===== config.mk =====
export PLATFORM = sky130hd
export DESIGN_NAME = regfile_wb_writer
export DESIGN_NICKNAME = d
export VERILOG_FILES = /design/src/rtl/regfile_pkg.sv /design/src/rtl/wb_fifo_ram.sv /design/src/rtl/regfile_wb_writer.sv
export SDC_FILE = /design/constraint.sdc
export NUM_CORES = 1
export LEC_CHECK = 0
export ABC_AREA = 1
export ABC_CLOCK_PERIOD_IN_PS = 2720
export BUFFER_PORTS_ARGS = -buffer_cell sky130_fd_sc_hd__clkbuf_2
export CAP_MARGIN = 20
export CORE_MARGIN = 2
export CORE_UTILIZATION = 50
export CTS_BUF_LIST = sky130_fd_sc_hd__clkbuf_16
export CTS_CLUSTER_SIZE = 24
export DETAILED_ROUTE_END_ITERATION = 8
export PLACE_DENSITY = 0.77
export SLEW_MARGIN = 25
export SYNTH_ARGS = -nofsm -noshare
export SYNTH_HDL_FRONTEND = slang
export SYNTH_SLANG_ARGS = --single-unit

===== constraint.sdc =====
create_clock -name clk -period 2.72 [get_ports clk]
set_input_delay 0.136 -clock clk [delete_from_list [all_inputs] [get_ports clk]]
set_output_delay 0.136 -clock clk [all_outputs]
set_load 0.005 [all_outputs]

===== src/rtl/regfile_pkg.sv =====
// regfile_pkg: shared definitions for producers and consumers of the
// 32x32 register file write port.
//   REG_AW   - register address width
//   REG_DW   - register data width
//   REG_ZERO - address of the hard-wired zero register
//   wb_req_t - one register-write request {waddr, wdata}
package regfile_pkg;

    localparam int REG_AW = 5;
    localparam int REG_DW = 32;
    localparam logic [REG_AW-1:0] REG_ZERO = '0;

    typedef struct packed {
        logic [REG_AW-1:0] waddr;
        logic [REG_DW-1:0] wdata;
    } wb_req_t;

endpackage : regfile_pkg


===== src/rtl/wb_fifo_ram.sv =====
// wb_fifo_ram: DEPTH-entry storage for queued register writes.
// Single write port addressed by the queue tail pointer; every entry is
// presented in parallel so the owner can do head read-out and address
// lookup without extra read ports.
//   i_clk, i_rst_n   - clock, async active-low reset (clears all entries)
//   i_we             - write strobe
//   i_wptr           - entry index to write
//   i_waddr/i_wdata  - request being stored
//   o_waddr_all      - destination register of every entry
//   o_wdata_all      - data of every entry
module wb_fifo_ram
    import regfile_pkg::*;
#(
    parameter int DEPTH = 4,
    parameter int AW    = REG_AW,
    parameter int DW    = REG_DW,
    parameter int PW    = $clog2(DEPTH)
) (
    input  logic                       i_clk,
    input  logic                       i_rst_n,
    input  logic                       i_we,
    input  logic [PW-1:0]              i_wptr,
    input  logic [AW-1:0]              i_waddr,
    input  logic [DW-1:0]              i_wdata,
    output logic [DEPTH-1:0][AW-1:0]   o_waddr_all,
    output logic [DEPTH-1:0][DW-1:0]   o_wdata_all
);

    logic [DEPTH-1:0][AW-1:0] r_waddr;
    logic [DEPTH-1:0][DW-1:0] r_wdata;

    // Entry storage; cleared on reset so a discarded queue leaves no stale data.
    always_ff @(posedge i_clk or negedge i_rst_n) begin
        if (!i_rst_n) begin
            r_waddr <= '0;
            r_wdata <= '0;
        end else if (i_we) begin
            r_waddr[i_wptr] <= i_waddr;
            r_wdata[i_wptr] <= i_wdata;
        end
    end

    assign o_waddr_all = r_waddr;
    assign o_wdata_all = r_wdata;

endmodule : wb_fifo_ram


===== src/rtl/regfile_wb_writer.sv =====
// regfile_wb_writer: write-back side driver for the register file write port.
// Two producers (s0 = ALU, s1 = load/mul-div) hand in writes through
// valid/ready; s0 has fixed priority. Accepted writes go into an in-order
// queue which retires one entry per cycle onto rf_we/rf_waddr/rf_wdata.
// Two combinational lookup ports report the youngest pending write to a
// register so decode can forward values not yet in the register file.
//   clk, rst                 - clock, async active-low reset
//   s0_* / s1_*              - producer handshakes and requests
//   rf_we/rf_waddr/rf_wdata  - register file write port (head of queue)
//   q_raddr1/2 -> q_hit1/2, q_data1/2 - pending-write lookup
//   busy                     - queue non-empty
module regfile_wb_writer
    import regfile_pkg::*;
#(
    parameter int DEPTH = 4,
    parameter int AW    = REG_AW,
    parameter int DW    = REG_DW
) (
    input  logic          clk,
    input  logic          rst,
    input  logic          s0_valid,
    output logic          s0_ready,
    input  logic [AW-1:0] s0_waddr,
    input  logic [DW-1:0] s0_wdata,
    input  logic          s1_valid,
    output logic          s1_ready,
    input  logic [AW-1:0] s1_waddr,
    input  logic [DW-1:0] s1_wdata,
    output logic          rf_we,
    output logic [AW-1:0] rf_waddr,
    output logic [DW-1:0] rf_wdata,
    input  logic [AW-1:0] q_raddr1,
    input  logic [AW-1:0] q_raddr2,
    output logic          q_hit1,
    output logic          q_hit2,
    output logic [DW-1:0] q_data1,
    output logic [DW-1:0] q_data2,
    output logic          busy
);

    localparam int PW = $clog2(DEPTH);
    localparam int CW = PW + 1;

    logic [PW-1:0] r_head;
    logic [PW-1:0] r_tail;
    logic [CW-1:0] r_count;

    logic                     w_not_full;
    logic                     w_nonempty;
    logic                     w_acc0;
    logic                     w_acc1;
    logic [AW-1:0]            w_req_waddr;
    logic [DW-1:0]            w_req_wdata;
    logic                     w_push;
    logic                     w_pop;
    logic [DEPTH-1:0][AW-1:0] w_waddr_all;
    logic [DEPTH-1:0][DW-1:0] w_wdata_all;
    logic [DW:0]              w_look1;
    logic [DW:0]              w_look2;

    // Youngest-match search over valid entries: walk oldest to youngest so
    // the last match seen (nearest the tail) wins. Register 0 never hits.
    function automatic logic [DW:0] f_lookup(
        input logic [AW-1:0]            raddr,
        input logic [DEPTH-1:0][AW-1:0] addrs,
        input logic [DEPTH-1:0][DW-1:0] datas,
        input logic [PW-1:0]            head,
        input logic [CW-1:0]            count
    );
        logic          hit;
        logic [DW-1:0] data;
        logic [PW-1:0] idx;
        hit  = 1'b0;
        data = '0;
        for (int i = 0; i < DEPTH; i++) begin
            idx = head + PW'(i);
            if ((CW'(i) < count) && (raddr != '0) && (addrs[idx] == raddr)) begin
                hit  = 1'b1;
                data = datas[idx];
            end
        end
        return {hit, data};
    endfunction

    // Handshake, arbitration and push/pop decisions.
    always_comb begin
        w_not_full = (r_count < CW'(DEPTH));
        w_nonempty = (r_count != '0);
        s0_ready   = rst && w_not_full;
        s1_ready   = rst && w_not_full && !s0_valid;
        w_acc0     = s0_valid && s0_ready;
        w_acc1     = s1_valid && s1_ready;
        if (w_acc0) begin
            w_req_waddr = s0_waddr;
            w_req_wdata = s0_wdata;
        end else begin
            w_req_waddr = s1_waddr;
            w_req_wdata = s1_wdata;
        end
        // Writes to register 0 complete the handshake but are dropped here.
        w_push = (w_acc0 || w_acc1) && (w_req_waddr != '0);
        w_pop  = w_nonempty;
    end

    // Queue pointers and occupancy; simultaneous push and pop keep count.
    always_ff @(posedge clk or negedge rst) begin
        if (!rst) begin
            r_head  <= '0;
            r_tail  <= '0;
            r_count <= '0;
        end else begin
            if (w_push) begin
                r_tail <= r_tail + PW'(1);
            end else begin
                r_tail <= r_tail;
            end
            if (w_pop) begin
                r_head <= r_head + PW'(1);
            end else begin
                r_head <= r_head;
            end
            case ({w_push, w_pop})
                2'b10:   r_count <= r_count + CW'(1);
                2'b01:   r_count <= r_count - CW'(1);
                default: r_count <= r_count;
            endcase
        end
    end

    wb_fifo_ram #(
        .DEPTH (DEPTH),
        .AW    (AW),
        .DW    (DW),
        .PW    (PW)
    ) u_ram (
        .i_clk       (clk),
        .i_rst_n     (rst),
        .i_we        (w_push),
        .i_wptr      (r_tail),
        .i_waddr     (w_req_waddr),
        .i_wdata     (w_req_wdata),
        .o_waddr_all (w_waddr_all),
        .o_wdata_all (w_wdata_all)
    );

    // Register file port driven straight from the head entry; zero when empty.
    always_comb begin
        rf_we = w_nonempty;
        busy  = w_nonempty;
        if (w_nonempty) begin
            rf_waddr = w_waddr_all[r_head];
            rf_wdata = w_wdata_all[r_head];
        end else begin
            rf_waddr = '0;
            rf_wdata = '0;
        end
    end

    // Pending-write lookup for both decode read ports.
    always_comb begin
        w_look1 = f_lookup(q_raddr1, w_waddr_all, w_wdata_all, r_head, r_count);
        w_look2 = f_lookup(q_raddr2, w_waddr_all, w_wdata_all, r_head, r_count);
        q_hit1  = w_look1[DW];
        q_data1 = w_look1[DW-1:0];
        q_hit2  = w_look2[DW];
        q_data2 = w_look2[DW-1:0];
    end

endmodule : regfile_wb_writer

==> flow_metrics.py, run 1 <==
metrics = {
    "synthesis": {
        "yosysMostFrequentCell": "nand2_1",
        "synthCells": 2348,
        "ys_warn_count": 0,
        "ys_types": 29,
        "synthFlopType": "dfrtp_1",
        "ys_seq_area_share_pct": 28.11,
        "synthTopCellsByArea": "dfrtp_1 (28%), nand2_1 (24%), o21ai_0 (12%)",
        "async_flop_share_pct": 100.0,
        "ys_ff_latch": 155,
        "avgSynthCellArea_sq_um": 5.876,
        "synth_fp_nets": 2445,
        "synth_top_area_cell": "dfrtp_1",
        "synth_top_area_share_pct": 28.11,
        "yosys-top-cells-count": "nand2_1 (883), o21ai_0 (318), nor2_1 (262)",
        "synth-edff-count": 0,
        "synth_area_sq_mm": 0.01380,
    },
    "floorplanning": {
        "pin_count": 195,
        "dieWidth_um": 170.1,
        "die_h_um": 170.1,
        "die-area_sq_mm": 0.02894,
        "core_region_area_sq_mm": 0.02703,
        "start_util_pct": 51.05,
        "std_cell_rows": 60,
    },
    "global_route": {
        "antenna_found_initial": 0,
        "grt_overflow": 0,
        "grt_pass1_vias": 14470,
        "grt_pass1_wl_mm": 75.02,
        "grt_max_degree": 134,
        "grt.total_usage_pct": 32.87,
    },
    "sta": {
        "max-slew-margin-rel_pct": 34.61,
        "fin_crit_sh_pct": 107.4,
        "post-route-min-period_ns": 2.922,
        "fin_ws_ns": -0.2022,
        "setup_viol": 65,
        "fmax_mhz": 342.2,
        "rsz0062_at_grt": "yes",
        "clock_skew_ns": 0.009451,
        "finalHoldViolations": 0,
        "holdWs_ns": 0.07699,
        "fin_tns_setup_ns": -9.299,
        "worstMarginPinSlew_ns": 0.9785,
        "slew_violations": 0,
    },
    "setup_path": {
        "cp.required_ns": 2.58,
        "critPathArrivalTime_ns": 2.79,
        "r2r_start": "r_count[2]",
        "crit_path_max_incr_delay_ns": 0.54,
        "worst_path_max_delay_cell": "dfrtp_4",
        "crit_path_frequent_cell": "nand2_1",
        "cp_cell_sequence": "inv_4 > buf_12 > nand2_1 > nand3_2 > nand2_2 > xor2_1 > nor2_1 > nand3_4 > buf_12 > clkbuf_16 > nand3_1 > nand2_1 > nand2_1 > clkbuf_2",
        "critPathLaunch": "r_head[0]",
        "cp-end-kind": "primary output",
        "path_max_fanout": 19,
        "path_class": "reg2out",
        "start_kind": "flip-flop",
    },
    "drt": {
        "post-route-drc-count": 1,
        "drt_wl_total_mm": 49.96,
        "via_count": 16150,
        "drt-vias-per-instance": 5.708,
        "wire_per_inst_um": 17.66,
        "first_iter_violations": 2220,
        "postRouteAntennaNets": 0,
        "dr.pass1.iters": 9,
    },
    "power": {
        "ir_worst_vdd_v": 0.0008850,
        "power.leakage_nw": 8.410,
        "total_power_mw": 22.81,
        "powerDensity_mw_per_mm2": 1397,
    },
    "cts": {
        "clk_latency_ns": 0.44,
        "clk_pin_slew_worst_paths_ns": 0.07,
        "numCtsBuffers": 17,
        "cts.path.max_buffers": 2,
        "cts_tree": "built",
        "cts.sinks": 155,
        "clk_root_buffer_cell": "clkbuf_16",
        "h-tree-depth": 4,
    },
    "layout": {
        "post-route-util_pct": 60.42,
        "drive_above_1_share_pct": 16.76,
        "area_growth_pct": 18.35,
        "nets": 2572,
        "nFillCells": 2560,
        "diodes": 0,
    },
    "placed_design": {
        "hpwl_mm": 30.41,
        "place_congestion": 1.018,
        "port_buffers": 194,
    },
    "worst_hold_path": {
        "hp-start": "s1_waddr[1]",
        "hp-class": "in2reg",
    },
    "run_status": {
        "outcome": "complete, but fails checks",
        "failed_checks": "DRC, setup timing",
    },
    "flow_run": {
        "maxCapViolations": 0,
    },
}
## where the power goes
group	switching [mW]	total [mW]	internal, mW
Combinational	11.0	16.3	5.29
Clock	1.13	2.43	1.30
Sequential	0.627	4.05	3.42
## routing by layer
layer | share of wire, % | wire, um | up-vias | GRT usage (%)
met4 | 5.0 | 2481 | 0 | 14.94
met1 | 40 | 19750 | 7212 | 43.12
li1 | - | - | 7739 | -
met3 | 11 | 5632 | 198 | 5.233
met2 | 44 | 22100 | 998 | 53.43
met5 | 0 | 0 | - | 0
## final cells by class
cell class | count | area, sq um | share of cell area [%]
timing repair buffer | 277 | 2217 | 13.58
clock inverter | 15 | 156.4 | 0.9578
tap | 341 | 426.7 | 2.613
multi-input combinational | 1847 | 8544 | 52.33
inverter | 177 | 673.1 | 4.122
sequential | 155 | 3886 | 23.80
clock buffer | 17 | 425.4 | 2.605
## placed cells by master, fill, tap and decap left out, types with 2 or more instances in the layout
master        n
nand2_1     863
clkinv_2      2
inv_4         2
buf_8         5
xnor2_1       2
buf_6         7
ha_1          8
nand3_4       3
inv_6         6
dfrtp_4       2
nand2_4       2
nor2_4       14
inv_2         3
nor2b_1       2
nand4_1      67
clkinv_4      2
clkbuf_16    25
nand3_2      11
o21ai_1      98
inv_1       171
inv_8         2
o21ai_0     317
o21ai_2       5
clkbuf_2    193
nor2_1      254
buf_4        33
nor2_2        5
nand3_1     121
xor2_1       10
buf_12       23
a21oi_1       4
clkinvlp_4    2
nand2_2      25
mux2_2       32
dfrtp_1     153
buf_16        6
## logic make-up after synthesis
| family | share of synthesized area (%) |
|---|---|
| flops | 28.11 |
| mux | 2.612 |
| simple gates | 40.36 |
| buf+inv | 11.74 |
| compound gates | 15.59 |
| xor+xnor | 0.7618 |
| fa+ha+maj | 0.8162 |
## through the flow
| stage | worst slack, ns | std cells | cell area (sq um) |
|---|---|---|---|
| detailed placement | 0.1234 | 2767 | 14910 |
| global placement | 0.1575 | 2767 | 14910 |
| global route | -0.2723 | 2829 | 16330 |
| CTS | -0.1072 | 2816 | 15950 |
| floorplan | 0.3967 | 2348 | 13800 |
| finish | -0.2022 | 2829 | 16330 |
## worst max-delay path, delay by kind of cell (launching register included)
kind                   cells  cell delay [ns]
AND/OR/NAND/NOR            8             0.89
buffers and inverters      5             0.73
flip-flops                 1             0.54
XOR/XNOR                   1             0.16
## final timing paths
| check | to | slack (ns) | depth (start not counted) |
|---|---|---|---|
| worst max-delay path | q_data2[0] | -0.20 | 14 |
| worst min-delay path | u_ram.o_waddr_all[1] | 0.08 | 5 |
| worst max register to register | u_ram.o_wdata_all[86] | 0.21 | 13 |
| worst min register to register | u_ram.o_wdata_all[4] | 0.52 | 2 |
| max in group asynchronous | r_head[1] | 1.33 | 4 |
| min in group asynchronous | u_ram.o_wdata_all[126] | 0.30 | 3 |
## flip-flops by register name, indices dropped and copies added (netlist names)
| name | flops |
|---|---|
| r_count | 3 |
| u_ram.o_wdata_all | 128 |
| r_tail | 2 |
| r_head | 2 |
| u_ram.o_waddr_all | 20 |
## repair_timing
action,4_1_cts,5_1_grt
endpoints found under the hold margin,22,0
setup endpoints to repair,74,83
cloned,6,11
buffers inserted,10,2
hold buffers,1,0
resized for setup,53,28
pin swaps,7,8
Note: power is estimated with default switching activity, not from simulation.
==> run 2, diff against run 1 <==
--- a/config.mk
+++ b/config.mk
@@ -5,7 +5,7 @@
 export SDC_FILE = /design/constraint.sdc
 export NUM_CORES = 1
 export LEC_CHECK = 0
-export ABC_AREA = 1
+export ABC_AREA = 0
 export ABC_CLOCK_PERIOD_IN_PS = 2720
 export BUFFER_PORTS_ARGS = -buffer_cell sky130_fd_sc_hd__clkbuf_2
 export CAP_MARGIN = 20
@@ -14,7 +14,7 @@
 export CTS_BUF_LIST = sky130_fd_sc_hd__clkbuf_16
 export CTS_CLUSTER_SIZE = 24
 export DETAILED_ROUTE_END_ITERATION = 8
-export PLACE_DENSITY = 0.77
+export PLACE_DENSITY = 0.8
 export SLEW_MARGIN = 25
 export SYNTH_ARGS = -nofsm -noshare
 export SYNTH_HDL_FRONTEND = slang
==> run 2 against run 1 <==
  * The run ends with setup timing left
  * Sequential share of layout area decreased by 0.36 points
  * Clock power decreased by 5%
  * Worst hold slack got worse by 0.017 ns
  * Clock skew about the same
  * Critical endpoint is now q_data1[10]
  * Cell count decreased by 26%
  * Synthesized area decreased by 11%
  * Sequential power increased by 5.9%
  * Via count decreased by 17%
  * Maximum frequency decreased by 18%
  * Register-to-register slack improved by 0.13 ns
  * Final area increased by 1.5%
  * Total power increased by 4.0%
==> flow_metrics.py, run 2 <==
metrics = {
    "floorplanning": {
        "start_util_pct": 50.81,
        "std_cell_rows": 57,
        "die-area_sq_mm": 0.02591,
        "dieWidth_um": 161.0,
        "die_h_um": 161.0,
        "pin_count": 195,
        "core_region_area_sq_mm": 0.02425,
    },
    "synthesis": {
        "yosys-top-cells-count": "nand2_1 (253), o21ai_0 (241), dfrtp_1 (155)",
        "synth-edff-count": 0,
        "synth_fp_nets": 1575,
        "synthFlopType": "dfrtp_1",
        "avgSynthCellArea_sq_um": 8.336,
        "ys_ff_latch": 155,
        "ys_types": 54,
        "yosysMostFrequentCell": "nand2_1",
        "synthTopCellsByArea": "dfrtp_1 (31%), mux2i_1 (12%), o21ai_0 (9.8%)",
        "synth_top_area_share_pct": 31.48,
        "synth_area_sq_mm": 0.01232,
        "ys_warn_count": 0,
        "ys_seq_area_share_pct": 31.48,
        "async_flop_share_pct": 100.0,
        "synth_top_area_cell": "dfrtp_1",
        "synthCells": 1478,
    },
    "sta": {
        "post-route-min-period_ns": 3.574,
        "finalHoldViolations": 0,
        "rsz0062_at_grt": "yes",
        "fin_tns_setup_ns": -48.85,
        "worstMarginPinSlew_ns": 0.7441,
        "setup_viol": 71,
        "fin_crit_sh_pct": 131.4,
        "max-slew-margin-rel_pct": 50.39,
        "holdWs_ns": 0.05974,
        "fmax_mhz": 279.8,
        "fin_ws_ns": -0.8542,
        "clock_skew_ns": 0.009927,
        "slew_violations": 0,
    },
    "setup_path": {
        "cp.required_ns": 2.58,
        "path_class": "reg2out",
        "path_max_fanout": 29,
        "start_kind": "flip-flop",
        "crit_path_end": "q_data1[10]",
        "timing.rr.end": "r_count[2]",
        "rrSetupSlack_ns": 0.34,
        "critPathArrivalTime_ns": 3.44,
        "cp-end-kind": "primary output",
        "r2r_start": "r_count[2]",
        "rr_worst_depth": 11,
        "critPathLaunch": "r_head[0]",
    },
    "cts": {
        "clk_latency_ns": 0.44,
        "cts.sinks": 155,
        "h-tree-depth": 4,
        "cts_tree": "built",
        "clk_pin_slew_worst_paths_ns": 0.07,
        "numCtsBuffers": 17,
        "clk_root_buffer_cell": "clkbuf_16",
        "cts.path.max_buffers": 2,
    },
    "placed_design": {
        "hpwl_mm": 26.99,
        "place_congestion": 0.9317,
        "dp_cells": 2030,
        "place_ws_ns": -0.4601,
        "port_buffers": 194,
        "placed_cell_area_sq_mm": 0.01470,
    },
    "flow_run": {
        "maxCapViolations": 0,
    },
    "layout": {
        "post-route-util_pct": 68.36,
        "largest_reg_flops": 128,
        "seqCellArea_sq_mm": 0.003886,
        "nFillCells": 1764,
        "final_cell_mix": "nand2_1 (247), o21ai_0 (229), clkbuf_2 (165), dfrtp_1 (153), buf_4 (152)",
        "final_cells": 2101,
        "drive_above_1_share_pct": 36.69,
        "diodes": 0,
        "fin_area_sq_mm": 0.01658,
        "multi_input_area_sq_mm": 0.008363,
        "area_growth_pct": 34.55,
        "final_common_cell": "nand2_1",
        "nets": 1862,
    },
    "global_route": {
        "grt_pass1_wl_mm": 64.78,
        "antenna_found_initial": 0,
        "grt.total_usage_pct": 31.00,
        "grt_max_degree": 123,
        "grt_overflow": 0,
        "grt_pass1_vias": 12630,
    },
    "power": {
        "power.leakage_nw": 7.985,
        "ir_worst_vdd_v": 0.0008168,
        "total_power_mw": 23.73,
        "powerDensity_mw_per_mm2": 1432,
    },
    "worst_hold_path": {
        "hp-class": "in2reg",
    },
    "drt": {
        "postRouteAntennaNets": 0,
        "drt_wl_total_mm": 44.34,
        "first_iter_violations": 1782,
        "drt-vias-per-instance": 6.347,
        "wire_per_inst_um": 21.10,
        "dr.pass1.iters": 6,
        "via_count": 13340,
        "post-route-drc-count": 0,
    },
    "run_status": {
        "failed_checks": "setup timing",
        "outcome": "complete, but fails checks",
    },
}
run 2: cell types whose count changed in the layout (fill, tap and decap cells not counted), sizes merged, moves of 118 or more:
cell   change
a21oi    +118
nand2    -638
inv      -170
nand3    -132
buf      +166
o21ai    -178
nor2     -195
mux2i    +152
run 2: routing by layer:
layer	GRT usage, %	wire, um	up-vias
li1	-	-	5871
met1	39.81	17150	6288
met2	50.80	20520	938
met3	6.086	4393	239
met4	14.20	2279	0
met5	0	0	-
run 2: worst min-delay path by stage:
stage	startpoint	to	slack (ns)	depth (start not counted)
detailed placement	rst	u_ram.o_waddr_all[19]	0.44	2
finish	s0_wdata[11]	u_ram.o_wdata_all[43]	0.06	3
global route	s0_wdata[19]	u_ram.o_wdata_all[51]	0.09	3
floorplan	rst	r_count[0]	-0.16	0
global placement	rst	u_ram.o_waddr_all[9]	0.44	2
CTS	s0_wdata[11]	u_ram.o_wdata_all[43]	0.07	3
run 2: power by group:
part	switching (mW)	leakage, nW	internal [mW]
combinational	9.50	5.78	7.64
clock	1.04	0.264	1.27
sequential	0.916	1.94	3.37
run 2: repair_timing:
action	CTS	global route
hold buffers	1	0
setup buffers	12	17
endpoints found under the hold margin	8	0
pin swaps	19	33
gates resized for setup	83	98
gates cloned	4	9
endpoints found under the setup margin	92	97
run 2: cells by family (layout without fill, tap and decap cells):
group,after synthesis,in the layout,synth area share (%)
DFF,155,155,31.48
buffers and inverters,154,453,5.971
muxes,236,236,21.66
adders and majority gates,9,9,0.9140
xor gates and xnor gates,46,46,3.270
and+or+nand+nor,405,405,14.05
AOI/OAI and AO/OA,473,473,22.65
run 2: area by class of cell:
type | instances | share of cell area [%]
timing repair buffer | 413 | 20.02
sequential | 155 | 23.44
multi-input combinational | 1169 | 50.45
inverter | 9 | 0.2415
clock inverter | 14 | 0.8303
tap | 324 | 2.445
clock buffer | 17 | 2.566
run 2: critical path: stages (launching register included):
cell and delay (ns):
dfrtp_4 0.52, buf_12 0.16, buf_4 0.13, mux2i_1 0.12, buf_4 0.16, a22o_1 0.18, a211oi_1 0.38, nand2_2 0.18
buf_12 0.22, nor3_1 0.35, o211ai_1 0.19, a22oi_2 0.25, clkbuf_2 0.16
